File: src/rtl/tm_program_loader_pkg.sv
// Shared types for the Turing machine program loader: FSM state encoding,
// step counter width and state classification helpers.
package tm_program_loader_pkg;

    localparam int STEP_W = 8;

    typedef enum logic [3:0] {
        S_IDLE    = 4'd0,
        S_SETUP   = 4'd1,
        S_LOAD_HI = 4'd2,
        S_LOAD_LO = 4'd3,
        S_DONE_HI = 4'd4,
        S_DONE_LO = 4'd5,
        S_STEP_HI = 4'd6,
        S_STEP_LO = 4'd7,
        S_FINISH  = 4'd8
    } tm_loader_state_t;

    function automatic logic is_hi_state(input tm_loader_state_t s);
        return (s == S_LOAD_HI) || (s == S_DONE_HI) || (s == S_STEP_HI);
    endfunction

    function automatic logic is_lo_state(input tm_loader_state_t s);
        return (s == S_LOAD_LO) || (s == S_DONE_LO) || (s == S_STEP_LO);
    endfunction

endpackage

File: src/rtl/tm_program_loader_if.sv
// Host/fixture side and Turing machine side signals of the program loader.
// master = host or bench driving the loader, slave = the loader itself.
interface tm_program_loader_if
    import tm_program_loader_pkg::*;
#(
    parameter int DW = 4,
    parameter int AW = 6
);
    logic              wr_en;
    logic [AW-1:0]     wr_addr;
    logic [DW-1:0]     wr_data;
    logic [AW:0]       len;
    logic              start;
    logic              Compute_done;
    logic [DW-1:0]     input_data;
    logic              Next;
    logic              Done;
    logic              busy;
    logic              finished;
    logic              timeout;
    logic [STEP_W-1:0] step_count;

    modport master (
        output wr_en, wr_addr, wr_data, len, start, Compute_done,
        input  input_data, Next, Done, busy, finished, timeout, step_count
    );

    modport slave (
        input  wr_en, wr_addr, wr_data, len, start, Compute_done,
        output input_data, Next, Done, busy, finished, timeout, step_count
    );

endinterface

File: src/rtl/tm_program_loader_press_timer.sv
// Loadable down-counter timing one button press or gap; expire is a single
// cycle pulse once the loaded count has elapsed.
module tm_program_loader_press_timer #(
    parameter int TW = 2
) (
    input  logic          clock,
    input  logic          reset,
    input  logic          load,
    input  logic [TW-1:0] load_val,
    output logic          expire
);

    logic [TW-1:0] cnt_q, cnt_d;
    logic          armed_q, armed_d;

    always_comb begin
        cnt_d   = cnt_q;
        armed_d = armed_q;
        if (load) begin
            cnt_d   = load_val;
            armed_d = 1'b1;
        end else if (armed_q) begin
            if (cnt_q == '0) begin
                armed_d = 1'b0;
            end else begin
                cnt_d = cnt_q - 1'b1;
            end
        end
    end

    assign expire = armed_q && (cnt_q == '0);

    always_ff @(posedge clock) begin
        if (!reset) begin
            cnt_q   <= '0;
            armed_q <= 1'b0;
        end else begin
            cnt_q   <= cnt_d;
            armed_q <= armed_d;
        end
    end

endmodule

File: src/rtl/tm_program_loader.sv
// Replays a buffered word list into the Turing machine as Next presses, then
// presses Done and keeps stepping until Compute_done or the step budget ends.
module tm_program_loader
    import tm_program_loader_pkg::*;
#(
    parameter int DW        = 4,
    parameter int DEPTH     = 64,
    parameter int AW        = $clog2(DEPTH),
    parameter int HOLD      = 2,
    parameter int GAP       = 2,
    parameter int MAX_STEPS = 255
) (
    input  logic               clock,
    input  logic               reset,
    tm_program_loader_if.slave bus
);

    localparam int TMAX = (HOLD > GAP) ? HOLD : GAP;
    localparam int TW   = (TMAX < 2) ? 1 : $clog2(TMAX);

    tm_loader_state_t  state_q, state_d;
    logic [AW:0]       len_q, len_d;
    logic [AW:0]       idx_q, idx_d;
    logic [AW-1:0]     rd_addr_q, rd_addr_d;
    logic [STEP_W-1:0] step_q, step_d;
    logic [DW-1:0]     data_q, data_d;
    logic              next_q, next_d;
    logic              done_q, done_d;
    logic              busy_q, busy_d;
    logic              fin_q, fin_d;
    logic              tout_q, tout_d;

    logic [DW-1:0]     buffer_q [DEPTH];
    logic [DW-1:0]     rd_data;
    logic [AW:0]       len_clamped;

    logic              tmr_load;
    logic [TW-1:0]     tmr_val;
    logic              tmr_expire;

    function automatic logic [STEP_W-1:0] sat_inc(input logic [STEP_W-1:0] v);
        return (v >= STEP_W'(MAX_STEPS)) ? v : v + 1'b1;
    endfunction

    tm_program_loader_press_timer #(
        .TW (TW)
    ) u_press_timer (
        .clock    (clock),
        .reset    (reset),
        .load     (tmr_load),
        .load_val (tmr_val),
        .expire   (tmr_expire)
    );

    // Writes only land while idle; a write in the start cycle is seen by SETUP.
    always_ff @(posedge clock) begin
        if (bus.wr_en && !busy_q) begin
            buffer_q[bus.wr_addr] <= bus.wr_data;
        end
    end

    assign rd_data     = buffer_q[rd_addr_q];
    assign len_clamped = (bus.len > (AW+1)'(DEPTH)) ? (AW+1)'(DEPTH) : bus.len;

    always_comb begin
        state_d   = state_q;
        len_d     = len_q;
        idx_d     = idx_q;
        rd_addr_d = rd_addr_q;
        step_d    = step_q;
        data_d    = data_q;
        tout_d    = tout_q;

        unique case (state_q)
            S_IDLE: begin
                if (bus.start) begin
                    state_d   = S_SETUP;
                    len_d     = len_clamped;
                    idx_d     = '0;
                    rd_addr_d = '0;
                    step_d    = '0;
                    tout_d    = 1'b0;
                end
            end
            S_SETUP: begin
                data_d  = rd_data;
                state_d = (len_q != '0) ? S_LOAD_HI : S_DONE_HI;
            end
            S_LOAD_HI: begin
                if (tmr_expire) begin
                    state_d   = S_LOAD_LO;
                    idx_d     = idx_q + 1'b1;
                    rd_addr_d = idx_d[AW-1:0];
                end
            end
            S_LOAD_LO: begin
                // The next word is latched while Next is still low.
                if (tmr_expire) begin
                    if (idx_q == len_q) begin
                        state_d = S_DONE_HI;
                    end else begin
                        data_d  = rd_data;
                        state_d = S_LOAD_HI;
                    end
                end
            end
            S_DONE_HI: begin
                if (tmr_expire) begin
                    state_d = S_DONE_LO;
                end
            end
            S_DONE_LO: begin
                if (bus.Compute_done) begin
                    state_d = S_FINISH;
                end else if (tmr_expire) begin
                    state_d = S_STEP_HI;
                    step_d  = sat_inc(step_q);
                end
            end
            S_STEP_HI: begin
                if (bus.Compute_done) begin
                    state_d = S_FINISH;
                end else if (tmr_expire) begin
                    state_d = S_STEP_LO;
                end
            end
            S_STEP_LO: begin
                // Compute_done outranks an exhausted budget in the same cycle.
                if (bus.Compute_done) begin
                    state_d = S_FINISH;
                end else if (tmr_expire) begin
                    if (step_q < STEP_W'(MAX_STEPS)) begin
                        state_d = S_STEP_HI;
                        step_d  = sat_inc(step_q);
                    end else begin
                        state_d = S_FINISH;
                        tout_d  = 1'b1;
                    end
                end
            end
            S_FINISH: begin
                state_d = S_IDLE;
            end
            default: begin
                state_d = S_IDLE;
            end
        endcase

        next_d   = (state_d == S_LOAD_HI) || (state_d == S_STEP_HI);
        done_d   = (state_d == S_DONE_HI);
        busy_d   = (state_d != S_IDLE);
        fin_d    = (state_d == S_FINISH);

        tmr_load = (state_d != state_q) && (is_hi_state(state_d) || is_lo_state(state_d));
        tmr_val  = is_hi_state(state_d) ? TW'(HOLD - 1) : TW'(GAP - 1);
    end

    always_ff @(posedge clock) begin
        if (!reset) begin
            state_q   <= S_IDLE;
            len_q     <= '0;
            idx_q     <= '0;
            rd_addr_q <= '0;
            step_q    <= '0;
            data_q    <= '0;
            next_q    <= 1'b0;
            done_q    <= 1'b0;
            busy_q    <= 1'b0;
            fin_q     <= 1'b0;
            tout_q    <= 1'b0;
        end else begin
            state_q   <= state_d;
            len_q     <= len_d;
            idx_q     <= idx_d;
            rd_addr_q <= rd_addr_d;
            step_q    <= step_d;
            data_q    <= data_d;
            next_q    <= next_d;
            done_q    <= done_d;
            busy_q    <= busy_d;
            fin_q     <= fin_d;
            tout_q    <= tout_d;
        end
    end

    assign bus.input_data = data_q;
    assign bus.Next       = next_q;
    assign bus.Done       = done_q;
    assign bus.busy       = busy_q;
    assign bus.finished   = fin_q;
    assign bus.timeout    = tout_q;
    assign bus.step_count = step_q;

endmodule
File: src/flat_wrapper.sv
// flat-port wrapper written by rule: the top's interface ports become plain ports
module tm_program_loader_flat import tm_program_loader_pkg::*;
#(
    parameter int DW        = 4,
    parameter int DEPTH     = 64,
    parameter int AW        = $clog2(DEPTH),
    parameter int HOLD      = 2,
    parameter int GAP       = 2,
    parameter int MAX_STEPS = 255
)
  (clock, reset, bus_wr_en, bus_wr_addr, bus_wr_data, bus_len, bus_start, bus_Compute_done, bus_input_data, bus_Next, bus_Done, bus_busy, bus_finished, bus_timeout, bus_step_count);
  tm_program_loader_if #(.DW(DW), .AW(AW)) bus_i ();
  input  logic clock;
  input  logic reset;
  input wire logic [$bits(bus_i.wr_en)-1:0] bus_wr_en;
  input wire logic [$bits(bus_i.wr_addr)-1:0] bus_wr_addr;
  input wire logic [$bits(bus_i.wr_data)-1:0] bus_wr_data;
  input wire logic [$bits(bus_i.len)-1:0] bus_len;
  input wire logic [$bits(bus_i.start)-1:0] bus_start;
  input wire logic [$bits(bus_i.Compute_done)-1:0] bus_Compute_done;
  output wire logic [$bits(bus_i.input_data)-1:0] bus_input_data;
  output wire logic [$bits(bus_i.Next)-1:0] bus_Next;
  output wire logic [$bits(bus_i.Done)-1:0] bus_Done;
  output wire logic [$bits(bus_i.busy)-1:0] bus_busy;
  output wire logic [$bits(bus_i.finished)-1:0] bus_finished;
  output wire logic [$bits(bus_i.timeout)-1:0] bus_timeout;
  output wire logic [$bits(bus_i.step_count)-1:0] bus_step_count;
  assign bus_i.wr_en = bus_wr_en;
  assign bus_i.wr_addr = bus_wr_addr;
  assign bus_i.wr_data = bus_wr_data;
  assign bus_i.len = bus_len;
  assign bus_i.start = bus_start;
  assign bus_i.Compute_done = bus_Compute_done;
  assign bus_input_data = bus_i.input_data;
  assign bus_Next = bus_i.Next;
  assign bus_Done = bus_i.Done;
  assign bus_busy = bus_i.busy;
  assign bus_finished = bus_i.finished;
  assign bus_timeout = bus_i.timeout;
  assign bus_step_count = bus_i.step_count;
  tm_program_loader #(.DW(DW), .DEPTH(DEPTH), .AW(AW), .HOLD(HOLD), .GAP(GAP), .MAX_STEPS(MAX_STEPS)) u_core (.clock(clock), .reset(reset), .bus(bus_i));
endmodule
File: config.mk
export PLATFORM = sky130hd
export DESIGN_NAME = tm_program_loader_flat
export DESIGN_NICKNAME = d
export VERILOG_FILES = /design/src/rtl/tm_program_loader_pkg.sv /design/src/rtl/tm_program_loader_if.sv /design/src/rtl/tm_program_loader_press_timer.sv /design/src/rtl/tm_program_loader.sv /design/src/flat_wrapper.sv
export SDC_FILE = /design/constraint.sdc
export NUM_CORES = 1
export LEC_CHECK = 0
export ABC_AREA = 1
export BUFFER_PORTS_ARGS = -buffer_cell sky130_fd_sc_hd__buf_2
export CAP_MARGIN = 30
export CORE_AREA = 2 2 196 198
export CTS_CLUSTER_DIAMETER = 40
export DETAILED_ROUTE_END_ITERATION = 7
export DIE_AREA = 0 0 198 200
export PLACE_DENSITY_LB_ADDON = 0.08
export SYNTH_ARGS = -nofsm -noshare
export SYNTH_HDL_FRONTEND = slang
export SYNTH_HIERARCHICAL = 1
export SYNTH_SLANG_ARGS = --single-unit
export TNS_END_PERCENT = 5
File: constraint.sdc
create_clock -name clock -period 5.65 [get_ports clock]
set_input_delay 0.2825 -clock clock [delete_from_list [all_inputs] [get_ports clock]]
set_output_delay 0.2825 -clock clock [all_outputs]
set_load 0.02 [all_outputs]
## After elaboration in Yosys (flattened, before gate mapping)

Memory sizes are Yosys's and may differ from the RTL's. A register that Yosys moved wholly into a read port is not among the register bits.
Cells that the tools add are included.

| cells by class | value |
|---|---|
| $add $sub $neg | 3 |
| magnitude comparators | 3 |
| equality and inequality tests | 26 |
| mux-type cells | 47 |
| bitwise logic cells | 1 |
| reduce and logical (&&, ||, !) cells | 23 |

Operators with widths:

| cell | number |
|---|---|
| $mux 8 | 7 |
| $mux 4 | 13 |
| $eq 4x3->1 const B | 8 |
| $pmux 4 s8 | 1 |
| $mux 6 | 4 |
| $pmux 8 s3 | 1 |
| $mux 7 | 3 |
| $eq 4x2->1 const B | 4 |
| $pmux 7 s2 | 1 |
| $mux 1 | 12 |
| $pmux 6 s2 | 1 |
| $ne 2x1->1 const B | 5 |
| $ne 2x2->1 const B | 5 |
| $add 8x1->8 const B | 1 |
| $ge 8x8->1 const B | 1 |
| $lt 8x8->1 const B | 1 |
| $pmux 4 s2 | 1 |
| $reduce_bool 2->1 | 4 |
| $add 7x1->7 const B | 1 |
| $eq 7x7->1 | 1 |
| $gt 7x7->1 const B | 1 |
| $reduce_and 7->1 | 1 |
| $reduce_bool 7->1 | 1 |
| $logic_or 1x1->1 | 6 |
| other kinds (15) | 19 |

| word-level totals | value |
|---|---|
| register bits | 43 |
| RAM bits | 256 |
| memories | 1 |

Memory list:

| memory | depth | width | rd ports | clocked after Yosys merged registers in | wr ports | RTL line | source |
|---|---|---|---|---|---|---|---|
| u_core.buffer_q | 64 | 4 | 1 | 1 | 1 | tm_program_loader.sv:33 | `logic [DW-1:0] buffer_q [DEPTH];` |

## Depth between registers and ports, before layout

| depth | value |
|---|---|
| word-level depth | 11 |
| gate-level depth with buffers | 14 |
| depth with buffers taken out | 14 |

## Cells and area by module

Netlist, hierarchy kept.

Modules (own cells, without submodules):

| module | times used | cells each | area each (sq um) | sequential area each (sq um) |
|---|---|---|---|---|
| tm_program_loader | 1 | 1196 | 12494.5 | 8508.2 |
| tm_program_loader_press_timer | 1 | 12 | 80.1 | 40.0 |

## Worst setup path before layout

No wires, ideal clock.

| timing | value |
|---|---|
| path kind | reg-to-reg |
| start point | register u_core.busy_q (netlist: u_core/bus.busy) |
| end point | memory u_core.buffer_q[48][0], enable pin |
| setup time | 0.377 ns |
| arrival | 1.515 ns |
| required time | 5.273 ns |
| path slack | 3.758 ns |
| stages on the path, launching flop included | 4 |
| buffers on the path | 0 |
| clock period less this slack | 1.892 ns |
| path through | dfxtp_1 > nor2_1 > nand4_1 > nor4_1 |

| on the way | value |
|---|---|
| word-level cells in the longest chain between the ends | 4 |

RTL lines:

| item | RTL line | source |
|---|---|---|
| from (decl) | tm_program_loader.sv:29 | `logic busy_q, busy_d;` |
| from (signal assigned) | tm_program_loader.sv:180 | `busy_q <= busy_d;` |
| $logic_not 1->1 | tm_program_loader.sv:57 | `if (bus.wr_en && !busy_q) begin` |
| $logic_and 1x1->1 | tm_program_loader.sv:57 |  |
| $mux 1 | tm_program_loader.sv:57 |  |
| $mux 1 (not written as such) | tm_program_loader.sv:58 | `buffer_q[bus.wr_addr] <= bus.wr_data;` |
| to (decl) | tm_program_loader.sv:33 |  |

Every way passes these cells.

## Worst setup path after layout

| timing | value |
|---|---|
| start point | register u_core.busy_q (netlist: u_core/bus.busy) |
| end point | memory u_core.buffer_q[12][3], enable pin |

Same word-level chain as after synthesis.

==> flow_summary.toml <==
[cts]
root_buffer = "clkbuf_16"
clkTransAtPathRegs_ns = 0.05
clkSinkCount = 299
cts-htree-levels = 2
cts_buffers = 53
cts_tree = "built"
insertion_delay_ns = 0.58
clockBufferDepth = 3

[synthesis]
syn_nets = 1232
synthDominantCellAreaShare = 0.611
netlist_top_cells_area = "edfxtp_1 (61%), nand2_1 (11%), nand3_1 (9.6%)"
synth-edff-count = 256
synth.most_common_cell = "nand2_1"
synthTopCellsByCount = "nand2_1 (367), edfxtp_1 (256), nand3_1 (240)"
seq_area_frac_synth = 0.680
synth_warnings = 6
synth_async_sr_flop_share = 0
syn_area_per_cell_um2 = 10.4
synth_area_leader_cell = "edfxtp_1"
netlist_area_um2 = 12600
synthCells = 1208
ys_ff_latch = 299
ys_types = 32
ys.flop_type = "edfxtp_1"

[sta]
fin_hold_ws_ns = 0.0829
tightest_slew_ns = 0.915
rsz0062_at_grt = "false"
setup_violations = 0
fin_crit_sh = 0.513
final_hold_viol_count = 0
final-max-slew-violation-count = 0
finalCriticalPeriod_ns = 2.90
max_freq_mhz = 345
finalSetupTns_ns = 0
fin_worst_skew_ns = 0.0267
worst_slack_ns = 2.75
relSlewSlack = 0.388

[place]
globalplace.congestion = 0.784
io_buffer_count = 38
pre_cts_ws_ns = 2.72
dp.final_hpwl_mm = 20.2
placedCellCount = 1707

[layout]
area_growth_pct = 20.2
fill_cells = 3681
antennaDiodeCount = 0
stdcell_count = 1811
drive_gt1_frac = 0.118
fin_nets = 1281

[floorplan]
die_w_um = 198
initial_utilization = 0.336
rows = 71
dieArea_um2 = 39600
ios = 39
die_h_um = 200
core_um2 = 37400

[routing]
drc = 0
drt_pass1_iterations = 8
ant_nets = 0
avgViaCountPerCell = 4.87
post_drt_wl_per_cell_um = 19.0
drt_iter0_markers = 562
wl_mm = 34.4
vias = 8818

[grt]
grt_pass1_wl_mm = 52.2
grt_remaining_overflow = 0
antenna_found_initial = 0
gr-usage-all-layers = 0.179
grt_pass1_vias = 8886
grt_max_degree = 72

[critical_path]
cp-end-kind = "flop"
crit_arrival_ns = 3.10
cp_data_required_time_ns = 5.85
cp_max_fo = 9
path_class = "flop to flop"
start_kind = "flop"

[power_and_ir_drop]
leakage_nw = 5.62
ir_worst_vdd_mv = 0.240
internal_power_mw = 4.70
combPwrFrac = 0.099
powerDensity_nw_per_um2 = 421
swShare = 0.261
pwr-share-clk = 0.511
pwr-share-seq = 0.390
net-switching-power_mw = 1.66

[run]
drv_cap = 0

[hold_path]
min_path_type = "input port to flop"

[outcome]
run_status = "finished clean"
==> layout by cell type (no fill, tap or decap), types with 3 or more instances in the layout <==
cell type,instances
buf_4,11
buf_2,34
nand4_1,12
a21oi_1,17
nand3_1,240
inv_2,5
xnor2_1,4
nand2_1,367
dlygate4sd3_1,6
nor2_4,3
a32o_1,3
clkbuf_16,54
clkinv_1,6
edfxtp_1,256
clkinv_4,7
nor2_1,92
bufinv_16,7
o21ai_0,11
dfxtp_1,41
inv_1,52
nor3_1,11
clkinvlp_4,6
clkinv_2,6
a31oi_1,3
xor2_1,6
nor4_1,9
inv_6,10
==> power by group through the flow <==
stage	sequential [mW]	clock (mW)	combinational (mW)
after floorplan	2.51	0	0.416
after global placement	2.53	0	0.636
after detailed placement	2.53	0	0.633
after CTS	2.49	3.33	0.639
after global routing	2.49	3.43	0.710
final	2.48	3.25	0.628
==> per-stage QoR <==
stage | utilization | area (µm²) | power [mW]
6_report | 0.404 | 15100 | 6.36
5_1_grt | 0.404 | 15100 | 6.63
4_1_cts | 0.404 | 15100 | 6.45
3_5_place_dp | 0.353 | 13200 | 3.16
3_3_place_gp | 0.353 | 13200 | 3.16
2_1_floorplan | - | 12600 | 2.93
==> path summary, 6_finish.rpt <==
check | startpoint | end | slack [ns] | depth (start not counted)
setup / recovery | u_core/bus.busy$_SDFF_PN0_ | u_core/buffer_q[12][3]$_DFFE_PP_ | 2.75 | 3
hold / removal | reset | u_core/u_press_timer/armed_q$_SDFF_PN0_ | 0.08 | 3
setup reg to reg | u_core/bus.busy$_SDFF_PN0_ | u_core/buffer_q[12][3]$_DFFE_PP_ | 2.75 | 3
hold reg to reg | u_core/bus.timeout$_SDFFE_PN0P_ | u_core/bus.timeout$_SDFFE_PN0P_ | 0.46 | 2
==> flip-flops by register name, summed over array words and instances (netlist names), named ones only <==
register,flops
u_core/u_press_timer/armed_q,1
u_core/bus.finished,1
u_core/bus.input_data,4
u_core/state_q,4
u_core/bus.busy,1
u_core/bus.step_count,8
u_core/bus.timeout,1
u_core/bus.Next,1
u_core/bus.Done,1
u_core/buffer_q,256
u_core/len_q,7
u_core/idx_q,7
u_core/u_press_timer/cnt_q,1
==> area by class of cell <==
class,count,area (µm²),area share
multi-input combinational,793,3550,0.235
tap,511,639,0.0423
timing repair buffer,51,313,0.0207
clock buffer,56,1370,0.0906
sequential,299,8550,0.566
clock inverter,42,470,0.0311
inverter,59,223,0.0147
==> critical path: stages (launching register included) <==
cell and delay (ns):
dfxtp_1 0.30, nor2_1 0.66, nand4_1 0.92, nor2_1 0.63
==> layer usage <==
layer  GRT usage  vias to the layer above  share of wire
met3      0.0326                       80          0.053
li1            -                     4287              -
met2       0.297                      226           0.47
met5           0                        -              0
met1       0.227                     4225           0.44
met4      0.0866                        0          0.038
==> cells by family (layout without fill, tap and decap cells) <==
family / after synthesis / count (layout) / synth area share
AOI/OAI and AO/OA: 42 / 42 / 0.0204
xor gates and xnor gates: 10 / 10 / 0.00696
adders and majority gates: 2 / 2 / 0.00199
buffers and inverters: 116 / 208 / 0.0381
DFF: 299 / 299 / 0.680
other: 1 / 1 / 0.000298
and+or+nand+nor: 738 / 738 / 0.252
==> what timing repair did <==
action                                 CTS  global route
endpoints found under the hold margin    6             0
hold buffers                             6             0
gates resized for setup                  0             0
buffers inserted                         0             0
(Power assumes the default switching activity.)
